$ cat src/rtl/const_lut_bank_pkg.sv
// Shared types and constants for the banked constant table and its load controller.
// Holds the FSM state type, the bank0 f2i defaults and a helper to slice the packed INIT vector.
package cse141_lut_pkg;

    typedef enum logic [1:0] {
        READY  = 2'd0,
        LOAD   = 2'd1,
        LOCKED = 2'd2
    } lut_state_t;

    localparam logic [7:0] F2I_C0 = 8'h1f;
    localparam logic [7:0] F2I_C1 = 8'h08;
    localparam logic [7:0] F2I_C2 = 8'h19;
    localparam logic [7:0] F2I_C3 = 8'hff;
    localparam logic [7:0] F2I_C4 = 8'h40;
    localparam logic [7:0] F2I_C5 = 8'h41;
    localparam logic [7:0] F2I_C6 = 8'h42;
    localparam logic [7:0] F2I_C7 = 8'h43;

    // Address 0 sits in the least significant byte.
    localparam logic [63:0] F2I_BANK0 = {F2I_C7, F2I_C6, F2I_C5, F2I_C4,
                                         F2I_C3, F2I_C2, F2I_C1, F2I_C0};

    localparam int unsigned INIT_MAX_W = 4096;

    function automatic logic [31:0] init_word(input logic [INIT_MAX_W-1:0] init,
                                              input int unsigned width,
                                              input int unsigned depth,
                                              input int unsigned b,
                                              input int unsigned a);
        logic [INIT_MAX_W-1:0] sh;
        logic [31:0]           w;
        sh = init >> ((b * depth + a) * width);
        w  = sh[31:0];
        if (width < 32) begin
            w = w & ((32'd1 << width) - 32'd1);
        end
        return w;
    endfunction

endpackage

$ cat src/rtl/const_lut_bank_load_ctrl.sv
// Load controller for const_lut_bank: refill FSM, beat counter and deferred-lock flag.
// Drives the storage write port; the write strobe is combinational so a beat lands on its own edge.
//
// state  | meaning
// -------+-----------------------------------------------------------
// READY  | idle, accepts load_start or lock
// LOAD   | load_ready=1, each beat writes entry[bank][cnt], cnt++
// LOCKED | contents frozen, load ports ignored until reset
module lut_load_ctrl
    import cse141_lut_pkg::*;
#(
    parameter int ADDR_W = 3,
    parameter int BANKS  = 2,
    parameter int BANK_W = 1
) (
    input  logic              clk,
    input  logic              reset,
    input  logic              load_start,
    input  logic [BANK_W-1:0] load_bank,
    input  logic              load_valid,
    input  logic              lock,
    output logic              wr_en,
    output logic [BANK_W-1:0] wr_bank,
    output logic [ADDR_W-1:0] wr_addr,
    output logic              load_ready,
    output logic              locked,
    output logic              err
);

    localparam logic [BANK_W:0]   BANKS_V  = (BANK_W+1)'(BANKS);
    localparam logic [ADDR_W-1:0] CNT_LAST = '1;

    lut_state_t        state_q;
    logic [ADDR_W-1:0] cnt_q;
    logic [BANK_W-1:0] bank_q;
    logic              lock_pend_q;
    logic              ready_q;
    logic              locked_q;
    logic              bank_ok;

    assign bank_ok = ({1'b0, load_bank} < BANKS_V);

    always_ff @(posedge clk or posedge reset) begin
        if (reset) begin
            state_q     <= READY;
            cnt_q       <= '0;
            bank_q      <= '0;
            lock_pend_q <= 1'b0;
            ready_q     <= 1'b0;
            locked_q    <= 1'b0;
        end else begin
            case (state_q)
                READY: begin
                    // A good load_start beats a simultaneous lock; the lock waits for the table end.
                    if (load_start && bank_ok) begin
                        state_q     <= LOAD;
                        cnt_q       <= '0;
                        bank_q      <= load_bank;
                        lock_pend_q <= lock;
                        ready_q     <= 1'b1;
                    end else if (lock) begin
                        state_q  <= LOCKED;
                        locked_q <= 1'b1;
                    end
                end
                LOAD: begin
                    if (lock) begin
                        lock_pend_q <= 1'b1;
                    end
                    if (load_valid) begin
                        if (cnt_q == CNT_LAST) begin
                            cnt_q       <= '0;
                            ready_q     <= 1'b0;
                            lock_pend_q <= 1'b0;
                            if (lock_pend_q || lock) begin
                                state_q  <= LOCKED;
                                locked_q <= 1'b1;
                            end else begin
                                state_q <= READY;
                            end
                        end else begin
                            cnt_q <= cnt_q + 1'b1;
                        end
                    end
                end
                LOCKED: begin
                    ready_q <= 1'b0;
                end
                default: begin
                    state_q <= READY;
                    ready_q <= 1'b0;
                end
            endcase
        end
    end

    assign wr_en      = (state_q == LOAD) && load_valid;
    assign wr_bank    = bank_q;
    assign wr_addr    = cnt_q;
    assign load_ready = ready_q;
    assign locked     = locked_q;
    assign err        = load_start && ((state_q != READY) || !bank_ok);

endmodule

$ cat src/rtl/const_lut_bank.sv
// Banked constant table feeding immediates to the datapath; refilled by the program loader.
// Registered reads with write-first forwarding; a sticky error flags bad banks and illegal load starts.
module const_lut_bank
    import cse141_lut_pkg::*;
#(
    parameter int WIDTH  = 8,
    parameter int ADDR_W = 3,
    parameter int BANKS  = 2,
    parameter logic [BANKS*(2**ADDR_W)*WIDTH-1:0] INIT = (BANKS*(2**ADDR_W)*WIDTH)'(F2I_BANK0),
    localparam int DEPTH  = 2**ADDR_W,
    localparam int BANK_W = (BANKS > 1) ? $clog2(BANKS) : 1
) (
    input  logic              clk,
    input  logic              reset,
    input  logic              rd_en,
    input  logic [BANK_W-1:0] rd_bank,
    input  logic [ADDR_W-1:0] rd_addr,
    output logic [WIDTH-1:0]  rd_data,
    output logic              rd_valid,
    input  logic              load_start,
    input  logic [BANK_W-1:0] load_bank,
    input  logic              load_valid,
    input  logic [WIDTH-1:0]  load_data,
    output logic              load_ready,
    input  logic              lock,
    output logic              locked,
    output logic              load_err
);

    localparam logic [BANK_W:0]           BANKS_V  = (BANK_W+1)'(BANKS);
    localparam logic [INIT_MAX_W-1:0]     INIT_EXT = INIT_MAX_W'(INIT);

    logic [WIDTH-1:0]  mem_q [BANKS][DEPTH];
    logic [WIDTH-1:0]  rd_data_q;
    logic [WIDTH-1:0]  rd_data_d;
    logic              rd_valid_q;
    logic              load_err_q;
    logic              load_err_d;
    logic              wr_en;
    logic [BANK_W-1:0] wr_bank;
    logic [ADDR_W-1:0] wr_addr;
    logic              ctrl_err;
    logic              rd_bank_ok;
    logic              rd_bad;

    lut_load_ctrl #(
        .ADDR_W (ADDR_W),
        .BANKS  (BANKS),
        .BANK_W (BANK_W)
    ) u_load_ctrl (
        .clk        (clk),
        .reset      (reset),
        .load_start (load_start),
        .load_bank  (load_bank),
        .load_valid (load_valid),
        .lock       (lock),
        .wr_en      (wr_en),
        .wr_bank    (wr_bank),
        .wr_addr    (wr_addr),
        .load_ready (load_ready),
        .locked     (locked),
        .err        (ctrl_err)
    );

    // Reset restores INIT, which also discards any partially loaded table.
    always_ff @(posedge clk or posedge reset) begin
        if (reset) begin
            for (int b = 0; b < BANKS; b++) begin
                for (int a = 0; a < DEPTH; a++) begin
                    mem_q[b][a] <= WIDTH'(init_word(INIT_EXT, WIDTH, DEPTH, b, a));
                end
            end
        end else if (wr_en) begin
            mem_q[wr_bank][wr_addr] <= load_data;
        end
    end

    assign rd_bank_ok = ({1'b0, rd_bank} < BANKS_V);
    assign rd_bad     = rd_en && !rd_bank_ok;

    always_comb begin
        rd_data_d = rd_data_q;
        if (rd_en) begin
            if (!rd_bank_ok) begin
                rd_data_d = '0;
            end else if (wr_en && (wr_bank == rd_bank) && (wr_addr == rd_addr)) begin
                rd_data_d = load_data;
            end else begin
                rd_data_d = mem_q[rd_bank][rd_addr];
            end
        end
    end

    assign load_err_d = load_err_q || ctrl_err || rd_bad;

    always_ff @(posedge clk or posedge reset) begin
        if (reset) begin
            rd_data_q  <= '0;
            rd_valid_q <= 1'b0;
            load_err_q <= 1'b0;
        end else begin
            rd_data_q  <= rd_data_d;
            rd_valid_q <= rd_en;
            load_err_q <= load_err_d;
        end
    end

    assign rd_data  = rd_data_q;
    assign rd_valid = rd_valid_q;
    assign load_err = load_err_q;

endmodule

$ cat config.mk
export PLATFORM = sky130hd
export DESIGN_NAME = const_lut_bank
export DESIGN_NICKNAME = d
export VERILOG_FILES = /design/src/rtl/const_lut_bank_pkg.sv /design/src/rtl/const_lut_bank_load_ctrl.sv /design/src/rtl/const_lut_bank.sv
export SDC_FILE = /design/constraint.sdc
export NUM_CORES = 1
export LEC_CHECK = 0
export ABC_CLOCK_PERIOD_IN_PS = 5650
export CORE_MARGIN = 1.5
export CORE_UTILIZATION = 60
export DETAILED_ROUTE_END_ITERATION = 6
export PLACE_DENSITY_LB_ADDON = 0.3
export SLEW_MARGIN = 0
export SYNTH_ARGS = -nofsm -noshare
export SYNTH_HDL_FRONTEND = slang
export SYNTH_SLANG_ARGS = --single-unit
$ cat constraint.sdc
create_clock -name clk -period 5.65 [get_ports clk]
set_clock_uncertainty 0.1 [all_clocks]
set_input_delay 0.8475 -clock clk [delete_from_list [all_inputs] [get_ports clk]]
set_output_delay 0.8475 -clock clk [all_outputs]
set_load 0.05 [all_outputs]
### Word-level counts from Yosys, hierarchy flattened

Index checks and enable logic that the tools add are counted.

* register bits: 147
* bits in latches: 0
* bits in writable memories: 0
* ROM bits: 0
* input bits: 19
* output and inout port bits: 12
* memories kept: 0

* $add $sub $neg: 1
* $mul: 0
* div/mod/pow operators: 0
* $lt $le $gt $ge: 6
* equality and inequality tests: 12
* shift-type cells: 0
* muxes and demuxes: 37
* bitwise gates (word level): 5
* reduce and logical (&&, ||, !) cells: 17

Operator list (number)
* 2-to-1 mux 64 bit: 4
* bitwise mux 128 bit: 1
* demux 64 bit (select 1 bit): 1
* 2-to-1 mux 8 bit: 4
* binary-select mux 8 bit (select 3 bit): 1
* demux 8 bit (select 3 bit): 1
* 2-to-1 mux 1 bit: 12
* 2-to-1 mux 2 bit: 5
* 2-to-1 mux 3 bit: 3
* >= comparator 4 bit (second input constant): 2
* inequality test 2 bit (second input constant): 4
* inverter 3 -> 4 bit: 2
* logical AND 1 bit: 6
* one-hot mux 1 bit (2 select lines): 3
* one-hot mux 2 bit (3 select lines): 1
* one-hot mux 3 bit (2 select lines): 1
* AND reduction 3 bit: 2
* AND reduction 6 bit: 1
* >= comparator 2 bit (second input constant): 2
* < comparator 4 x 1 -> 1 bit (second input constant): 1
* inequality test 2 x 1 -> 1 bit (second input constant): 2
* inverter 1 -> 2 bit: 2
* AND reduction 2 bit: 2
* AND reduction 4 bit: 1
* 12 further kinds: 14

### Longest topological paths before layout

* depth after elaboration: 8
* mapped depth: 7
* gate-level depth less buffers: 5

### Modules after synthesis

A second synthesis with hierarchy kept.

* cell total of the unflattened synthesis: 447
* area total of the unflattened synthesis: 6805.3 um^2

By module, submodules not included
* const_lut_bank: instances 1, cells an instance 407, area each 6363.6 um^2, seq. area each 3484.6 um^2
* lut_load_ctrl: instances 1, cells an instance 40, area each 441.7 um^2, seq. area each 225.2 um^2

### Worst setup path after synthesis

Ideal clock, no wire load.

* path kind: in2reg
* start point: in rd_addr[2]
* end point: reg rd_data_q[0] (netlist: rd_data[0])
* arrival: 2.264 ns
* required time: 5.424 ns
* slack: 3.160 ns
* stages: 6
* buffers on the path: 2
* cells stage by stage: clkbuf_1 -> clkbuf_1 -> mux4_2 -> a22oi_1 -> nand2_1 -> a221o_1

* word-level cells in the longest chain between the ends: 5
* elaborated cells between the ends (all ways): 7
* those cells by class: 1 x eq/ne; 4 x mux; 1 x bitwise; 1 x reduce/logical

Ends and longest elaborated chain
* start: declaration: RTL line const_lut_bank.sv:17 `input logic [ADDR_W-1:0] rd_addr,`
* inverter 3 -> 4 bit (not written as such): RTL line const_lut_bank.sv:89 `rd_data_d = mem_q[rd_bank][rd_addr];`
* binary-select mux 8 bit (select 3 bit): RTL line const_lut_bank.sv:89
* 2-to-1 mux 8 bit (not written as such) (2 in a row): RTL line const_lut_bank.sv:89
* 2-to-1 mux 8 bit (*): RTL line const_lut_bank.sv:86 `end else if (wr_en && (wr_bank == rd_bank) && (wr_addr == rd_addr)) begin`
* end signal: assignment: RTL line const_lut_bank.sv:102 `rd_data_q <= rd_data_d;`
* end: declaration: RTL line const_lut_bank.sv:34 `logic [WIDTH-1:0] rd_data_q;`

Mark *: on every way between the ends. The rest lies on a longest branch, timed or not. The select of a mux whose other input is x is not followed.
A chain may end at the register's enable or synchronous reset.

### Worst setup path in the final report

Same ends and word-level chain as after synthesis.

==> impl_results.md <==
- Worst slew margin: 0.2738
- WL/cell: 22.81 microns
- EDFF count, synth: 0
- # fillers: 738
- CTS clock-pin slew for the worst setup and hold paths: 0.06 ns
- Clk buf depth: 2
- Seq cells post-synth: 147
- Area delta synth->final: 13.28%
- HP Class: reg -> reg
- Total GRT Usage: 0.2700
- Total power: 3.648 mW
- Total CTS buffers: 17
- Critical Path AT: 3.35 ns
- Vias: 3936
- Worst Setup End Kind: flip-flop
- Global-route wire length before repair: 23.17 mm
- Htree depth: 4
- Dpl hpwl: 9.037 mm
- Gr ovfl total: 0
- Initial antenna violation count: 0
- Final worst-path cycle share: 0.5576
- RSZ-0062 raised after global routing: no
- Yosys warning total: 0
- Total Wirelength: 14.30 mm
- Syn Nets: 470
- Commonest non-fill, non-tap cell in the layout: dfrtp_1
- GRT met3 Usage: 0.06937
- Worst IR Drop VDD: 0.3036 mV
- Number of global-route vias before repair: 4211
- Post-cts sizing count: 0
- Antenna cell count: 0
- Initial Util: 0.6242
- Chip width: 110.1 microns
- DRC errors left: 0
- Post-route cell area: 0.007800 sq mm
- CP Launch Type: primary input
- CTS tree: yes
- Placed Instances: 596
- Pin count of the biggest net entering global routing: 108
- Final Wtd Congestion: 0.7877
- Power density over the cells: 467.7 mW/mm^2
- Layout net count: 496
- Gr busiest metal: met2
- Die ar.: 0.01213 sq mm
- Most frequent cells in the layout: 122 x dfrtp_1, 121 x mux2_2, 32 x mux4_2
- DRT Pass-1 Iters: 4
- TritonCTS Sinks: 147
- FP Rows: 38
- Share of post-route cells with drive strength above 1: 0.4908
- Setup TNS: 0 ns
- Area of the multi-input gates: 0.003009 sq mm
- CP Class: in -> reg
- Non-Filler Instances: 627
- Avg Cell Area, Syn: 15.33 sq um
- Final setup viols: 0
- Core ar.: 0.01103 sq mm
- DR iter-0 viols: 226
- Tmin final: 3.151 ns
- Unique masters post-synth: 46
- P_leak: 3.526 nW
- Fmax: 317.4 MHz
- Critical path data required time: 5.85 ns
- Status: finished clean
- Register area: 0.003710 sq mm
- Final Slew Violations: 0
- Via density: 6.278
- Seq/Total Area, Yosys: 0.5388
- Setup repair bufs after CTS: 0
- Root Buffer: clkbuf_16
- Hold Vio Cnt, Final: 0
- Post-Syn Area: 0.006885 sq mm
- Met2 Usage GRT: 0.4237
- Synthesized instance count: 449
- Placed Area: 0.007228 sq mm
- CTS Hold Bufs: 0
- Die height: 110.1 microns
- M1 GR Usage: 0.3644
- Post-route antenna net violation count: 0
- Max-cap violations: 0
- Worst Path Max Fanout: 20
- FFs w/ async S/R, synth: 1.000
- IO Count: 31
- Clk_lat worst skew: 0.42 ns
- Slew @ Worst Pin: 1.080 ns
- Ys flop type: dfrtp_1
- IO buf count: 30
-- sequential cells by signal, summed over array words and instances, names as in the netlist --
register	cells
u_load_ctrl.state_q	2
rd_data	8
mem_q	128
load_err	1
u_load_ctrl.locked	1
u_load_ctrl.load_ready	1
u_load_ctrl.wr_bank	1
u_load_ctrl.lock_pend_q	1
u_load_ctrl.wr_addr	3
rd_valid	1
-- metal layers --
| metal | vias up | routed length (microns) |
|---|---|---|
| li1 | 1725 | - |
| met1 | 2098 | 6049 |
| met2 | 97 | 7323 |
| met3 | 16 | 689 |
| met4 | 0 | 235 |
| met5 | - | 0 |
-- per-stage QoR --
| step | hold WS [ns] | utilization | setup WS, ns |
|---|---|---|---|
| floorplan | 0.3746 | - | 0.7925 |
| global placement | 0.3481 | 0.6553 | 2.150 |
| detailed placement | 0.3528 | 0.6553 | 2.093 |
| CTS | 0.3695 | 0.7071 | 2.525 |
| global route | 0.3839 | 0.7071 | 2.317 |
| finish | 0.3630 | 0.7071 | 2.499 |
-- Yosys cell counts, types with 2 or more instances --
cell type / instances / area [sq um]
buf_4: 2 / 15.01
mux2_2: 121 / 1363
dfstp_2: 25 / 656.9
xnor2_1: 3 / 26.28
mux4_2: 32 / 720.7
o21ai_0: 4 / 20.02
clkbuf_1: 13 / 48.80
a221o_1: 8 / 80.08
inv_1: 3 / 11.26
buf_6: 6 / 67.56
nand2b_1: 4 / 25.02
a21oi_1: 6 / 30.03
buf_2: 3 / 15.01
nor2b_1: 11 / 68.82
nor2_1: 7 / 26.28
nor2_2: 9 / 56.30
mux2_4: 8 / 120.1
ha_1: 2 / 25.02
nand2_1: 15 / 56.30
nand3b_2: 2 / 22.52
a22oi_1: 16 / 120.1
and2b_1: 3 / 22.52
dfrtp_1: 122 / 3053
nand4b_4: 2 / 47.55
-- report_power, final --
| group | internal [mW] | switching, mW | total (mW) |
|---|---|---|---|
| combinational | 0.513 | 0.373 | 0.886 |
| clock | 0.673 | 0.417 | 1.09 |
| sequential | 1.43 | 0.241 | 1.67 |
-- worst max-delay path, stage by stage --
cell             delay (ns)
clkdlybuf4s50_1        0.96
buf_4                  0.44
mux4_2                 0.36
a22oi_1                0.30
nand2_1                0.11
a221o_1                0.33
-- worst paths after layout --
check	from	end	slack [ns]	depth (start not counted)
worst min-delay path	load_err$_DFF_PP0_	load_err$_DFF_PP0_	0.36	1
worst max-delay path	rd_addr[2]	rd_data[0]$_DFFE_PP0P_	2.50	6
worst max register to register	u_load_ctrl.state_q[0]$_DFFE_PP0P_	mem_q[99]$_DFFE_PP1P_	3.18	4
max in group asynchronous	reset	mem_q[121]$_DFFE_PP1P_	3.42	3
worst min register to register	load_err$_DFF_PP0_	load_err$_DFF_PP0_	0.36	1
min in group asynchronous	reset	rd_data[6]$_DFFE_PP0P_	0.92	2
-- cells by family after synthesis --
logic type	after synthesis	synth area share
adder cells (fa/ha/maj)	2	0.003634
AND/OR/NAND/NOR	66	0.06542
buffers and inverters	29	0.02417
XOR/XNOR	4	0.005089
flip-flops	147	0.5388
AO/OA/AOI/OAI	40	0.04289
multiplexers	161	0.3200
-- cell type report --
| type | count | share of cell area |
|---|---|---|
| well taps | 140 | 0.02246 |
| inverters | 3 | 0.002085 |
| multi-input cells | 273 | 0.3858 |
| flip-flops and latches | 147 | 0.4756 |
| clock buffers | 23 | 0.05999 |
| clock inverters | 8 | 0.01331 |
| repair buffers | 33 | 0.04074 |
(Power assumes the default switching activity.)
